`src/rtl/pool_out_fifo_if.sv`:
```
// Stream bundle between the max-pooler, the output FIFO and the downstream consumer.
// Handshake: a sample moves on out_data exactly when out_valid & out_ready are both high at a rising edge.
interface pool_out_fifo_if #(
  parameter int DATA_W = 8,
  parameter int DEPTH  = 16
);
  logic [DATA_W-1:0]       in_data;
  logic                    in_valid;
  logic                    in_end;
  logic [DATA_W-1:0]       out_data;
  logic                    out_valid;
  logic                    out_ready;
  logic                    out_last;
  logic                    fifo_full;
  logic [$clog2(DEPTH):0]  fill;
  logic                    overflow;
  logic                    len_err;
  logic                    frame_done;

  modport master (
    output in_data, in_valid, in_end, out_ready,
    input  out_data, out_valid, out_last, fifo_full, fill, overflow, len_err, frame_done
  );

  modport slave (
    input  in_data, in_valid, in_end, out_ready,
    output out_data, out_valid, out_last, fifo_full, fill, overflow, len_err, frame_done
  );
endinterface

```
`src/rtl/pool_out_fifo.sv`:
```
// Output FIFO behind the max-pooler: buffers pooled bytes, tags frame ends,
// and flags dropped writes and frames whose length disagrees with the end strobe.
module pool_out_fifo #(
  parameter int DATA_W    = 8,
  parameter int DEPTH     = 16,
  parameter int OUT_COUNT = 16
) (
  input logic            clk,
  input logic            master_rst_n,
  pool_out_fifo_if.slave bus
);
  localparam int AW = $clog2(DEPTH);
  localparam int FW = AW + 1;
  localparam int CW = (OUT_COUNT > 1) ? $clog2(OUT_COUNT) : 1;
  localparam int EW = DATA_W + 1;

  logic [EW-1:0] mem_q [DEPTH];
  logic [EW-1:0] mem_d [DEPTH];
  logic [AW-1:0] wr_ptr_q, wr_ptr_d;
  logic [AW-1:0] rd_ptr_q, rd_ptr_d;
  logic [FW-1:0] fill_q, fill_d;
  logic [CW-1:0] elem_cnt_q, elem_cnt_d;
  logic          overflow_q, overflow_d;
  logic          len_err_q, len_err_d;
  logic          frame_done_q, frame_done_d;

  logic          out_valid;
  logic          full;
  logic          push;
  logic          pop;
  logic          tag;
  logic [CW-1:0] cnt_eff;
  logic [EW-1:0] head;

  assign out_valid = (fill_q != '0);
  assign full      = (fill_q == FW'(DEPTH));
  assign pop       = out_valid & bus.out_ready;
  assign push      = bus.in_valid & (~full | pop);
  assign tag       = (elem_cnt_q == CW'(OUT_COUNT - 1));
  assign head      = mem_q[rd_ptr_q];

  always_comb begin
    mem_d        = mem_q;
    wr_ptr_d     = wr_ptr_q;
    rd_ptr_d     = rd_ptr_q;
    fill_d       = fill_q + FW'(push) - FW'(pop);
    overflow_d   = overflow_q | (bus.in_valid & ~push);
    len_err_d    = len_err_q;
    frame_done_d = pop & head[DATA_W];
    cnt_eff      = elem_cnt_q;

    if (push) begin
      mem_d[wr_ptr_q] = {tag, bus.in_data};
      wr_ptr_d        = wr_ptr_q + AW'(1);
      cnt_eff         = tag ? '0 : elem_cnt_q + CW'(1);
    end
    if (pop) begin
      rd_ptr_d = rd_ptr_q + AW'(1);
    end

    // A short frame is resynchronised at the end strobe; stored tags stay as written.
    elem_cnt_d = cnt_eff;
    if (bus.in_end && cnt_eff != '0) begin
      len_err_d  = 1'b1;
      elem_cnt_d = '0;
    end
  end

  always_ff @(posedge clk or negedge master_rst_n) begin
    if (!master_rst_n) begin
      mem_q        <= '{default: '0};
      wr_ptr_q     <= '0;
      rd_ptr_q     <= '0;
      fill_q       <= '0;
      elem_cnt_q   <= '0;
      overflow_q   <= 1'b0;
      len_err_q    <= 1'b0;
      frame_done_q <= 1'b0;
    end else begin
      mem_q        <= mem_d;
      wr_ptr_q     <= wr_ptr_d;
      rd_ptr_q     <= rd_ptr_d;
      fill_q       <= fill_d;
      elem_cnt_q   <= elem_cnt_d;
      overflow_q   <= overflow_d;
      len_err_q    <= len_err_d;
      frame_done_q <= frame_done_d;
    end
  end

  // Head is gated so an empty FIFO presents zeros rather than stale storage.
  assign bus.out_data   = out_valid ? head[DATA_W-1:0] : '0;
  assign bus.out_last   = out_valid & head[DATA_W];
  assign bus.out_valid  = out_valid;
  assign bus.fifo_full  = full;
  assign bus.fill       = fill_q;
  assign bus.overflow   = overflow_q;
  assign bus.len_err    = len_err_q;
  assign bus.frame_done = frame_done_q;
endmodule

```
`src/flat_wrapper.sv`:
```
// flat-port wrapper written by rule: the top's interface ports become plain ports
module pool_out_fifo_flat 
#(
  parameter int DATA_W    = 8,
  parameter int DEPTH     = 16,
  parameter int OUT_COUNT = 16
)
  (clk, master_rst_n, bus_in_data, bus_in_valid, bus_in_end, bus_out_ready, bus_out_data, bus_out_valid, bus_out_last, bus_fifo_full, bus_fill, bus_overflow, bus_len_err, bus_frame_done);
  pool_out_fifo_if #(.DATA_W(DATA_W), .DEPTH(DEPTH)) bus_i ();
  input logic clk;
  input logic master_rst_n;
  input wire logic [$bits(bus_i.in_data)-1:0] bus_in_data;
  input wire logic [$bits(bus_i.in_valid)-1:0] bus_in_valid;
  input wire logic [$bits(bus_i.in_end)-1:0] bus_in_end;
  input wire logic [$bits(bus_i.out_ready)-1:0] bus_out_ready;
  output wire logic [$bits(bus_i.out_data)-1:0] bus_out_data;
  output wire logic [$bits(bus_i.out_valid)-1:0] bus_out_valid;
  output wire logic [$bits(bus_i.out_last)-1:0] bus_out_last;
  output wire logic [$bits(bus_i.fifo_full)-1:0] bus_fifo_full;
  output wire logic [$bits(bus_i.fill)-1:0] bus_fill;
  output wire logic [$bits(bus_i.overflow)-1:0] bus_overflow;
  output wire logic [$bits(bus_i.len_err)-1:0] bus_len_err;
  output wire logic [$bits(bus_i.frame_done)-1:0] bus_frame_done;
  assign bus_i.in_data = bus_in_data;
  assign bus_i.in_valid = bus_in_valid;
  assign bus_i.in_end = bus_in_end;
  assign bus_i.out_ready = bus_out_ready;
  assign bus_out_data = bus_i.out_data;
  assign bus_out_valid = bus_i.out_valid;
  assign bus_out_last = bus_i.out_last;
  assign bus_fifo_full = bus_i.fifo_full;
  assign bus_fill = bus_i.fill;
  assign bus_overflow = bus_i.overflow;
  assign bus_len_err = bus_i.len_err;
  assign bus_frame_done = bus_i.frame_done;
  pool_out_fifo #(.DATA_W(DATA_W), .DEPTH(DEPTH), .OUT_COUNT(OUT_COUNT)) u_core (.clk(clk), .master_rst_n(master_rst_n), .bus(bus_i));
endmodule
```
`config.mk`:
```
export PLATFORM = sky130hd
export DESIGN_NAME = pool_out_fifo_flat
export DESIGN_NICKNAME = d
export VERILOG_FILES = /design/src/rtl/pool_out_fifo_if.sv /design/src/rtl/pool_out_fifo.sv /design/src/flat_wrapper.sv
export SDC_FILE = /design/constraint.sdc
export NUM_CORES = 1
export LEC_CHECK = 0
export ABC_CLOCK_PERIOD_IN_PS = 3600
export CORE_ASPECT_RATIO = 1.4
export CORE_MARGIN = 2
export CORE_UTILIZATION = 66
export CTS_CLUSTER_DIAMETER = 200
export DETAILED_ROUTE_END_ITERATION = 16
export GPL_TIMING_DRIVEN = 0
export PLACE_DENSITY = 0.82
export SYNTH_ARGS = -nofsm -noshare
export SYNTH_HDL_FRONTEND = slang
export SYNTH_SLANG_ARGS = --single-unit
export TNS_END_PERCENT = 20
```
`constraint.sdc`:
```
create_clock -name clk -period 3.6 [get_ports clk]
set_input_delay 1.08 -clock clk [delete_from_list [all_inputs] [get_ports clk]]
set_output_delay 1.08 -clock clk [all_outputs]
set_load 0.005 [all_outputs]
```
After elaboration in Yosys (flattened, before gate mapping)

Index checks and enable logic that the tools add are counted.
W data, S select, Z words.

Output and inout port bits: 19
Input bits: 13
Register bits: 164
Word-level logic and storage cells: 58

Equal/unequal tests: 2
Add/sub/neg operators: 5
Reduce and logical (&&, ||, !) cells: 4
Muxes and demuxes: 10
Bitwise gates (word level): 11
Magnitude comparators: 3

Operators by type and width:

| operator              | number |
|---|---|
| $bwmux W144           | 1 |
| $bmux W9 S4           | 1 |
| $demux W9 S4          | 1 |
| $mux W9               | 3 |
| $add A4 B1 Y4 const B | 3 |
| $mux W4               | 3 |
| $ge A5 B5 Y1 const B  | 2 |
| $not A4 Y5            | 2 |
| $mux W8               | 1 |
| $add A5 B1 Y5         | 1 |
| $and A1 B1 Y1         | 5 |
| $eq A5 B5 Y1 const B  | 1 |
| $lt A5 B1 Y1 const B  | 1 |
| $reduce_bool A5 Y1    | 1 |
| $sub A5 B1 Y5         | 1 |
| $eq A4 B4 Y1 const B  | 1 |
| $reduce_bool A4 Y1    | 1 |
| $logic_and A1 B1 Y1   | 2 |
| $not A1 Y1            | 2 |
| $or A1 B1 Y1          | 2 |

Logic depth before layout (Yosys ltp)

Gate-level depths: netlist (run 1).

Depth in word-level cells: 8
Depth in mapped cells: 14

Least setup slack after synthesis (run 1)

OpenSTA, ideal clock, no wires.

Kind: input-to-reg
Start point: in bus_out_ready
End point: reg u_core.fill_q[4], in the netlist u_core.bus.fill[4]
Path slack: 0.789 ns
Required time: 3.520 ns
Path buffers: 1
Arrival: 2.731 ns
Library setup time: 0.080 ns
Stages: 11
Path through: buf_2 -> and2_1 -> nand2_1 -> o21ai_0 -> ha_1 -> inv_1 -> fa_1 -> inv_1 -> a21oi_1 -> o21bai_1 -> xnor2_1

Longest elaborated chain between the ends: 5

Ends and longest elaborated chain:

| item                 | RTL line            | RTL |
|---|---|---|
| start, declared      | flat_wrapper.sv:15  | `input wire logic [$bits(bus_i.out_ready)-1:0] bus_out_ready;` |
| $and A1 B1 Y1 *      | pool_out_fifo.sv:37 | `assign pop = out_valid & bus.out_ready;` |
| $or A1 B1 Y1         | pool_out_fifo.sv:38 | `assign push = bus.in_valid & (~full \| pop);` |
| $and A1 B1 Y1        | pool_out_fifo.sv:38 |  |
| $add A5 B1 Y5        | pool_out_fifo.sv:46 | `fill_d = fill_q + FW'(push) - FW'(pop);` |
| $sub A5 B1 Y5 *      | pool_out_fifo.sv:46 |  |
| via u_core.fill_d[4] | pool_out_fifo.sv:21 | `logic [FW-1:0] fill_q, fill_d;` |
| end signal, assigned | pool_out_fifo.sv:83 | `fill_q <= fill_d;` |
| end, declared        | pool_out_fifo.sv:21 |  |

The timed path passes the listed nets; every way through them passes the cells marked *.
A chain may end at the register's enable or synchronous reset.

Worst setup path after layout (run 1)

Start point: reg u_core.rd_ptr_q[0]
End point: out bus_out_data[1]

Longest elaborated chain between the ends: 5

Ends and longest elaborated chain:

| item                                       | RTL line            | RTL |
|---|---|---|
| start, declared                            | pool_out_fifo.sv:20 | `logic [AW-1:0] rd_ptr_q, rd_ptr_d;` |
| start signal, assigned                     | pool_out_fifo.sv:82 | `rd_ptr_q <= rd_ptr_d;` |
| $not A4 Y5 (implied by the code)           | pool_out_fifo.sv:40 | `assign head = mem_q[rd_ptr_q];` |
| $bmux W9 S4                                | pool_out_fifo.sv:40 |  |
| $mux W9 (implied by the code) (2 in a row) | pool_out_fifo.sv:40 |  |
| $mux W8                                    | pool_out_fifo.sv:92 | `assign bus.out_data = out_valid ? head[DATA_W-1:0] : '0;` |
| end, declared                              | flat_wrapper.sv:16  | `output wire logic [$bits(bus_i.out_data)-1:0] bus_out_data;` |

Every way passes these cells. The select of a mux whose other input is x is not followed.

==> reports/qor_table.md, run 1 <==
| Group | Metric | Value |
|---|---|---|
| timing | Post-route clock period utilization | 1.03 |
| outcome | Failing checks | negative setup slack |
| critical path | Number of cells on the worst reg-to-reg path | 15 |
| clock network | Root buffer cell | sky130_fd_sc_hd__clkbuf_16 |
| timing | Highest clock frequency the design can meet | 271 MHz |
| critical path | WS Path Type | reg2out |
| synthesis | Warning count from the yosys run | 0 |
| route | Post-route antenna net violation count | 0 |
| place | Routability cong. | 0.798 |
| finish | Area grow syn2layout | 14.8% |
| floorplan | Starting density of the core | 0.672 |
| clock network | Number of buffers created by CTS | 17 |
| route | Post-DR wirelength/cell | 25.6 µm |
| critical path | FF-to-FF End | u_core.bus.fill[4] |
| power | Power per cell area | 921 nW/µm² |
| route | WL met1 | 7.22 mm |
| power | Worst vdd ir | 0.583 mV |
| clock network | H-tree levels | 4 |
| finish | Share of final-layout standard cells stronger than drive strength 1 | 0.405 |
| finish | Number of antenna cells inserted | 0 |
| place | Dpl hpwl | 11.8 mm |
| clock network | Skew-Pair Late Insertion Delay | 0.42 ns |
| timing | Post-route setup slack | -0.0901 ns |
| clock network | Clock Sink Count | 164 |
| hold path | Hold Crit Start | u_core.bus.len_err |
| synthesis | Post-Synthesis Net Count | 553 |
| timing | Unrepaired setup endpoints after global routing | true |
| synthesis | Main synth FF type | sky130_fd_sc_hd__dfrtp_1 |
| route | Number of DRC markers in iteration 0 | 326 |
| route | Count of vias placed by the detailed router | 4816 |
| critical path | R2r startpoint | u_core.bus.fill[2] |
| hold path | Hold depth | 1 |
| place | Area post-placement | 8420 µm² |
| synthesis | Number of unique standard cell types used by synthesis | 44 |
| floorplan | Boundary pin count | 32 |
| synthesis | Share of async-settable or async-resettable flops after synthesis | 1.00 |
| timing | Worst max-slew margin expressed relative to the limit | 0.369 |
| clock network | Clock slew seen by the registers of the worst setup and hold paths | 0.06 ns |
| critical path | Crit path required time | 2.52 ns |
| critical path | Biggest fanout along the worst timing path | 10 |
| route | WL met3 | 1.11 mm |
| timing | Total negative slack | -0.123 ns |
| synthesis | Area fraction of the dominant cell type after synthesis | 0.519 |
| floorplan | Core outline area | 11800 µm² |
| synthesis | Average footprint of a synthesized cell | 15.0 µm² |
| timing | Max Clock Skew | 0.00610 ns |
| critical path | Count of buffer and inverter cells on the critical path | 3 |
| finish | # nets final | 604 |
| timing | Worst slew pin tran | 0.947 ns |
| outcome | Outcome | finished with violations |
| route | Met2 routed WL | 10.0 mm |
| critical path | Arrival time at the worst endpoint | 2.61 ns |
| clock network | Clock tree from TritonCTS | done |
| synthesis | Sequential area share after synthesis | 0.519 |
| place | Quantity of I/O buffers inserted on ports | 30 |
| floorplan | Die width | 96.5 µm |
| hold path | Worst min-delay path endpoint | u_core.bus.len_err |
| synthesis | Library cell with the highest instance count after synthesis | sky130_fd_sc_hd__dfrtp_1 |
| synthesis | Largest area contributor in the netlist | sky130_fd_sc_hd__dfrtp_1 |
| synthesis | Cells taking the most area after synthesis | sky130_fd_sc_hd__dfrtp_1, sky130_fd_sc_hd__mux2_2, sky130_fd_sc_hd__mux4_2 |
| finish | Area occupied by multi-input gates | 3600 µm² |
| route | DRC viols | 0 |
| global route | Maximum number of pins on one net before global-route repair | 96 |
| run | Max-capacitance violation count | 0 |
| finish | Final std cell area, no fill | 9080 µm² |
| clock network | Number of buffers on the longest clock path | 2 |
| timing | Setup-failing EPs final | 3 |
| route | Highest signal layer in the routed design | met4 |
| synthesis | Number of synthesized register bits | 164 |
| synthesis | Number of synthesized flops with an enable pin | 0 |
| timing | Hold Vio Cnt, Final | 0 |
| global route | Global-route wire length before repair | 29.3 mm |
| power | Static power due to leakage | 3.89 nW |
| critical path | Startpoint Class | flip-flop |
| timing | Pins over their slew limit | 0 |
| global route | Initial antenna violation count | 0 |
| route | DR pass1 iterations | 8 |
| synthesis | Most common library cells after synthesis | sky130_fd_sc_hd__dfrtp_1, sky130_fd_sc_hd__mux2_2, sky130_fd_sc_hd__mux4_2, sky130_fd_sc_hd__nand2_1, sky130_fd_sc_hd__o21ai_0 |
| critical path | Max stage delay on crit path | 0.53 ns |
| critical path | Register-to-register setup slack | 0.86 ns |
| critical path | Crit-path cells | buf_12, buf_8, mux4_2, mux2i_1, a211oi_2, clkdlybuf4s50_1 |
| floorplan | Std cell rows | 47 |
| global route | Overall fraction of global-route tracks in use | 0.319 |
| floorplan | Die Ht | 134 µm |
| clock network | Number of buffers inserted by hold repair at cts | 0 |
| synthesis | Cell area after synthesis | 7910 µm² |
| hold path | Class of the most critical hold timing path | reg2reg |
| critical path | CP max-delay cell | sky130_fd_sc_hd__mux4_2 |
| timing | Min Clock Period, post-route | 3.69 ns |
| critical path | Worst Setup End Kind | primary output |
| finish | Sequential cell area in the final layout | 4110 µm² |
| global route | Residual overflow from global routing | 0 |
| route | Via-per-instance ratio | 6.52 |
| finish | Filler cell count in the final layout | 669 |
| floorplan | Die ar. | 12900 µm² |
| global route | Vias in the first global route | 5262 |
| synthesis | Synthesized instance count | 528 |
| route | Total Wirelength | 19.0 mm |
| critical path | Dominant delay contributor by cell family on the critical path | buffers and inverters |
==> worst register-to-register path, stage by stage, from the launching register on <==
cell and delay [ns]:
sky130_fd_sc_hd__dfrtp_1 0.37, sky130_fd_sc_hd__inv_1 0.08, sky130_fd_sc_hd__ha_1 0.22, sky130_fd_sc_hd__nor4b_4 0.14, sky130_fd_sc_hd__buf_12 0.16, sky130_fd_sc_hd__inv_1 0.11
sky130_fd_sc_hd__and2_1 0.26, sky130_fd_sc_hd__nand2_1 0.13, sky130_fd_sc_hd__o21ai_0 0.09, sky130_fd_sc_hd__ha_1 0.19, sky130_fd_sc_hd__inv_1 0.06, sky130_fd_sc_hd__fa_1 0.40
sky130_fd_sc_hd__inv_1 0.08, sky130_fd_sc_hd__a21oi_1 0.06, sky130_fd_sc_hd__o21bai_1 0.16, sky130_fd_sc_hd__xnor2_1 0.14
==> how the worst max path moves through the flow <==
stage / endpoint / startpoint / slack (ns) / cells after the start
after floorplan: u_core.bus.fill[4] / bus_out_ready / 0.79 / 11
after global placement: u_core.mem_q[16] / master_rst_n / -4.72 / 1
after detailed placement: bus_out_data[0] / u_core.rd_ptr_q[1] / -0.20 / 6
after CTS: bus_out_data[6] / u_core.rd_ptr_q[0] / -0.11 / 6
after global routing: bus_out_data[1] / u_core.rd_ptr_q[0] / -0.17 / 6
final: bus_out_data[1] / u_core.rd_ptr_q[0] / -0.09 / 6
==> state kept, by name (all words and copies together) (netlist names) <==
| register | flops |
|---|---|
| u_core.bus.fill | 5 |
| u_core.bus.len_err | 1 |
| u_core.bus.overflow | 1 |
| u_core.elem_cnt_q | 4 |
| u_core.wr_ptr_q | 4 |
| u_core.bus.frame_done | 1 |
| u_core.rd_ptr_q | 4 |
| u_core.mem_q | 144 |
==> per-stage QoR <==
stage	hold WS [ns]	cells	setup slack, ns	power [W]	util
after floorplan	0.445	528	0.789	0.00539	-
after global placement	0.441	705	-4.72	0.00632	0.713
after detailed placement	0.448	706	-0.197	0.00651	0.716
after CTS	0.462	738	-0.109	0.00830	0.767
after global routing	0.479	739	-0.167	0.00876	0.772
final	0.458	739	-0.0901	0.00836	0.772
==> cell type report <==
| cell class | instances | share of cell area |
|---|---|---|
| Buffer | 32 | 0.0255 |
| Clock buffer | 24 | 0.0520 |
| Clock inverter | 8 | 0.00855 |
| Inverter | 14 | 0.00579 |
| Multi-Input combinational cell | 318 | 0.397 |
| Sequential cell | 164 | 0.452 |
| Tap cell | 147 | 0.0203 |
| Timing Repair Buffer | 32 | 0.0385 |
==> power by group <==
part,internal [W],switching (W)
registers,0.00264,0.000472
clock network,0.000987,0.000706
logic,0.00198,0.00157
total,0.00560,0.00275
==> routing by layer <==
metal | GRT usage | vias up
met5 | 0 | -
li1 | - | 2071
met2 | 0.509 | 156
met1 | 0.414 | 2544
met4 | 0.164 | 0
met3 | 0.0600 | 45
==> timing repair <==
action,4_1_cts,5_1_grt
resized for setup,21,10
setup buffers,0,1
hold endpoints to repair,0,0
setup endpoints to repair,10,10
pin swaps,0,1
==> placed cells by master (no fill, tap or decap), drive strengths merged, types with 2 or more instances in the layout <==
master         count
clkdlybuf4s50     26
clkinv             5
ha                11
nor2               4
a211oi            16
a22oi              2
mux2             129
xor2               2
clkbuf            41
o2111ai           16
dlygate4sd2        2
and2               2
buf               18
xnor2              8
a21oi              3
nand3              2
nand4              2
mux2i             11
clkinvlp           2
a21o               3
dfrtp            164
nor2b              9
nand2             28
inv               14
mux4              36
o21ai             20
==> logic make-up after synthesis <==
group / after synthesis / synth area share
buffers and inverters: 46 / 0.0286
muxes: 176 / 0.302
xor gates and xnor gates: 10 / 0.0111
AOI/OAI and AO/OA: 64 / 0.0820
adders and majority gates: 12 / 0.0199
DFF: 164 / 0.519
and+or+nand+nor: 56 / 0.0377
No activity file was read; power rests on OpenSTA's default activity.
==> run 2, diff against run 1 <==
--- a/config.mk
+++ b/config.mk
@@ -10,6 +10,7 @@
 export CORE_MARGIN = 2
 export CORE_UTILIZATION = 66
 export CTS_CLUSTER_DIAMETER = 200
+export CTS_CLUSTER_SIZE = 20
 export DETAILED_ROUTE_END_ITERATION = 16
 export GPL_TIMING_DRIVEN = 0
 export PLACE_DENSITY = 0.82
==> results of run 2 <==
Final layout, timing and power as in run 1 (identical DEF).
==> run 3, diff against run 2 <==
--- a/config.mk
+++ b/config.mk
@@ -8,12 +8,12 @@
 export ABC_CLOCK_PERIOD_IN_PS = 3600
 export CORE_ASPECT_RATIO = 1.4
 export CORE_MARGIN = 2
-export CORE_UTILIZATION = 66
+export CORE_UTILIZATION = 55
 export CTS_CLUSTER_DIAMETER = 200
 export CTS_CLUSTER_SIZE = 20
 export DETAILED_ROUTE_END_ITERATION = 16
 export GPL_TIMING_DRIVEN = 0
-export PLACE_DENSITY = 0.82
+export PLACE_DENSITY = 0.69
 export SYNTH_ARGS = -nofsm -noshare
 export SYNTH_HDL_FRONTEND = slang
 export SYNTH_SLANG_ARGS = --single-unit
==> constraint.sdc (replaced) <==
create_clock -name clk -period 3.6 [get_ports clk]
set_input_delay 0.72 -clock clk [delete_from_list [all_inputs] [get_ports clk]]
set_output_delay 0.72 -clock clk [all_outputs]
set_load 0.005 [all_outputs]
==> reports/qor_table.md, run 3 (synthesized netlist as in run 1, its figures left out) <==
| Group | Metric | Value |
|---|---|---|
| floorplan | Starting density of the core | 0.566 |
| run | Max-capacitance violation count | 0 |
| power | Total Power | 0.00828 W |
| finish | Commonest cells after routing, fill and taps aside | sky130_fd_sc_hd__dfrtp_1, sky130_fd_sc_hd__mux2_2, sky130_fd_sc_hd__mux4_2 |
| finish | Most frequent standard cell in the layout excluding fill and tap cells | sky130_fd_sc_hd__dfrtp_1 |
| critical path | CP max-delay cell | sky130_fd_sc_hd__mux4_2 |
| timing | Unrepaired setup endpoints after global routing | true |
| clock network | Number of buffers on the longest clock path | 2 |
| global route | Initial antenna violation count | 0 |
| finish | Area grow syn2layout | 14.7% |
| floorplan | Die Ht | 146 µm |
| global route | Global-route wire length before repair | 28.6 mm |
| route | Post-route antenna net violation count | 0 |
| finish | Share of final-layout standard cells stronger than drive strength 1 | 0.399 |
| clock network | Root buffer cell | sky130_fd_sc_hd__clkbuf_16 |
| clock network | Number of buffers created by CTS | 17 |
| clock network | Skew-Pair Late Insertion Delay | 0.43 ns |
| route | DRC viols | 0 |
| floorplan | Die ar. | 15400 µm² |
| critical path | Crit-path cells | buf_4, mux4_2, nor2b_1, a211oi_1, a211oi_2, clkdlybuf4s50_1 |
| floorplan | Die width | 105 µm |
| floorplan | Std cell rows | 51 |
| global route | Maximum number of pins on one net before global-route repair | 101 |
| critical path | Arrival time at the worst endpoint | 2.80 ns |
| timing | Post-route clock period utilization | 0.978 |
| critical path | Startpoint Class | flip-flop |
| timing | Total negative slack | 0 ns |
| global route | Overall fraction of global-route tracks in use | 0.253 |
| finish | Layout Utilization | 0.649 |
| floorplan | Boundary pin count | 32 |
| place | Dpl hpwl | 11.9 mm |
| finish | Number of antenna cells inserted | 0 |
| clock network | H-tree levels | 4 |
| power | Static power due to leakage | 3.87 nW |
| critical path | Max stage delay on crit path | 0.56 ns |
| timing | Highest clock frequency the design can meet | 284 MHz |
| place | Quantity of I/O buffers inserted on ports | 30 |
| power | Worst vdd ir | 0.450 mV |
| global route | Residual overflow from global routing | 0 |
| timing | Hold Vio Cnt, Final | 0 |
| critical path | Worst Setup End Kind | primary output |
| clock network | Clock Sink Count | 164 |
| place | Routability cong. | 0.797 |
| timing | Min Clock Period, post-route | 3.52 ns |
| route | DR pass1 iterations | 4 |
| outcome | Outcome | complete, no violations |
| route | Via-per-instance ratio | 6.08 |
| finish | Most flops, register | u_core.mem_q |
| timing | Worst slew pin tran | 0.986 ns |
| hold path | Class of the most critical hold timing path | in2async |
| timing | Pins over their slew limit | 0 |
| critical path | WS Path Type | reg2out |
| clock network | Clock slew seen by the registers of the worst setup and hold paths | 0.06 ns |
| clock network | Clock tree from TritonCTS | done |
| route | Post-DR wirelength/cell | 23.5 µm |
| finish | Max FFs per register | 144 |
| timing | Post-route setup slack | 0.0803 ns |
| route | Number of DRC markers in iteration 0 | 308 |
| global route | Vias in the first global route | 5061 |
| critical path | Crit path required time | 2.88 ns |
| timing | Setup-failing EPs final | 0 |
| power | Power per cell area | 914 nW/µm² |
| timing | Worst max-slew margin expressed relative to the limit | 0.343 |
| route | Total Wirelength | 18.2 mm |
| critical path | Biggest fanout along the worst timing path | 10 |
| place | Setup slack at placement | 0.0835 ns |
| route | Count of vias placed by the detailed router | 4717 |
| floorplan | Core outline area | 14000 µm² |
| finish | # nets final | 603 |
| timing | Max Clock Skew | 0.00529 ns |
| timing | Final worst hold slack | 0.270 ns |
| clock network | Post-CTS Repair Setup Buffers | 0 |
| critical path | Register-to-register setup slack | 0.49 ns |
run 3: cell types whose count changed in the layout (fill, tap and decap cells not counted), moves of 3 or more:
cell | previous run | this run
sky130_fd_sc_hd__clkbuf_1 | 18 | 15
sky130_fd_sc_hd__buf_12 | 4 | 1
sky130_fd_sc_hd__a211oi_2 | 5 | 1
sky130_fd_sc_hd__clkdlybuf4s50_1 | 26 | 29
sky130_fd_sc_hd__a211oi_1 | 11 | 15
run 3: area by class of cell:
type,count,area [µm²]
inverters,14,52.6
clock buffers,19,443
multi-input cells,318,3580
clock inverters,13,134
plain buffers,32,191
flip-flops and latches,164,4100
well taps,185,231
fillers,1025,4910
repair buffers,31,329
run 3: stage by stage:
step	area (µm²)	cells
after floorplan	7910	528
after global placement	8440	743
after detailed placement	8470	744
after CTS	9060	776
after global routing	9070	776
final	9070	776
run 3: worst max-delay path: cells and delay by family (launching register included):
kind,cells,cell delay (ns)
AO/OA/AOI/OAI,2,0.50
buffers and inverters,2,0.79
flip-flops,1,0.37
multiplexers,1,0.56
AND/OR/NAND/NOR,1,0.15
run 3: metal layers:
| layer | global-route usage | vias to the layer above | routed length, µm |
|---|---|---|---|
| li1 | - | 2083 | - |
| met1 | 0.327 | 2515 | 7490 |
| met2 | 0.426 | 96 | 9540 |
| met3 | 0.0416 | 23 | 701 |
| met4 | 0.103 | 0 | 468 |
| met5 | 0 | - | 0 |
run 3: repair_timing:
| action | CTS | global route |
|---|---|---|
| endpoints found under the hold margin | 0 | 0 |
| gates resized for setup | 8 | 2 |
| setup endpoints to repair | 8 | 5 |
| hold buffers | 0 | 0 |
run 3: final timing paths:
kind	start	end	cells past startpoint
worst min register to register	u_core.bus.overflow	u_core.bus.overflow	1
worst max register to register	u_core.bus.fill[2]	u_core.bus.fill[4]	14
worst max-delay path	u_core.rd_ptr_q[0]	bus_out_data[2]	6
max in group asynchronous	master_rst_n	u_core.mem_q[100]	2
min in group clk	u_core.bus.overflow	u_core.bus.overflow	1
worst min-delay path	master_rst_n	u_core.mem_q[134]	1
run 3: power by group:
| part | internal (W) | switching [W] |
|---|---|---|
| clock network | 0.00104 | 0.000743 |
| logic | 0.00191 | 0.00151 |
| registers | 0.00264 | 0.000440 |
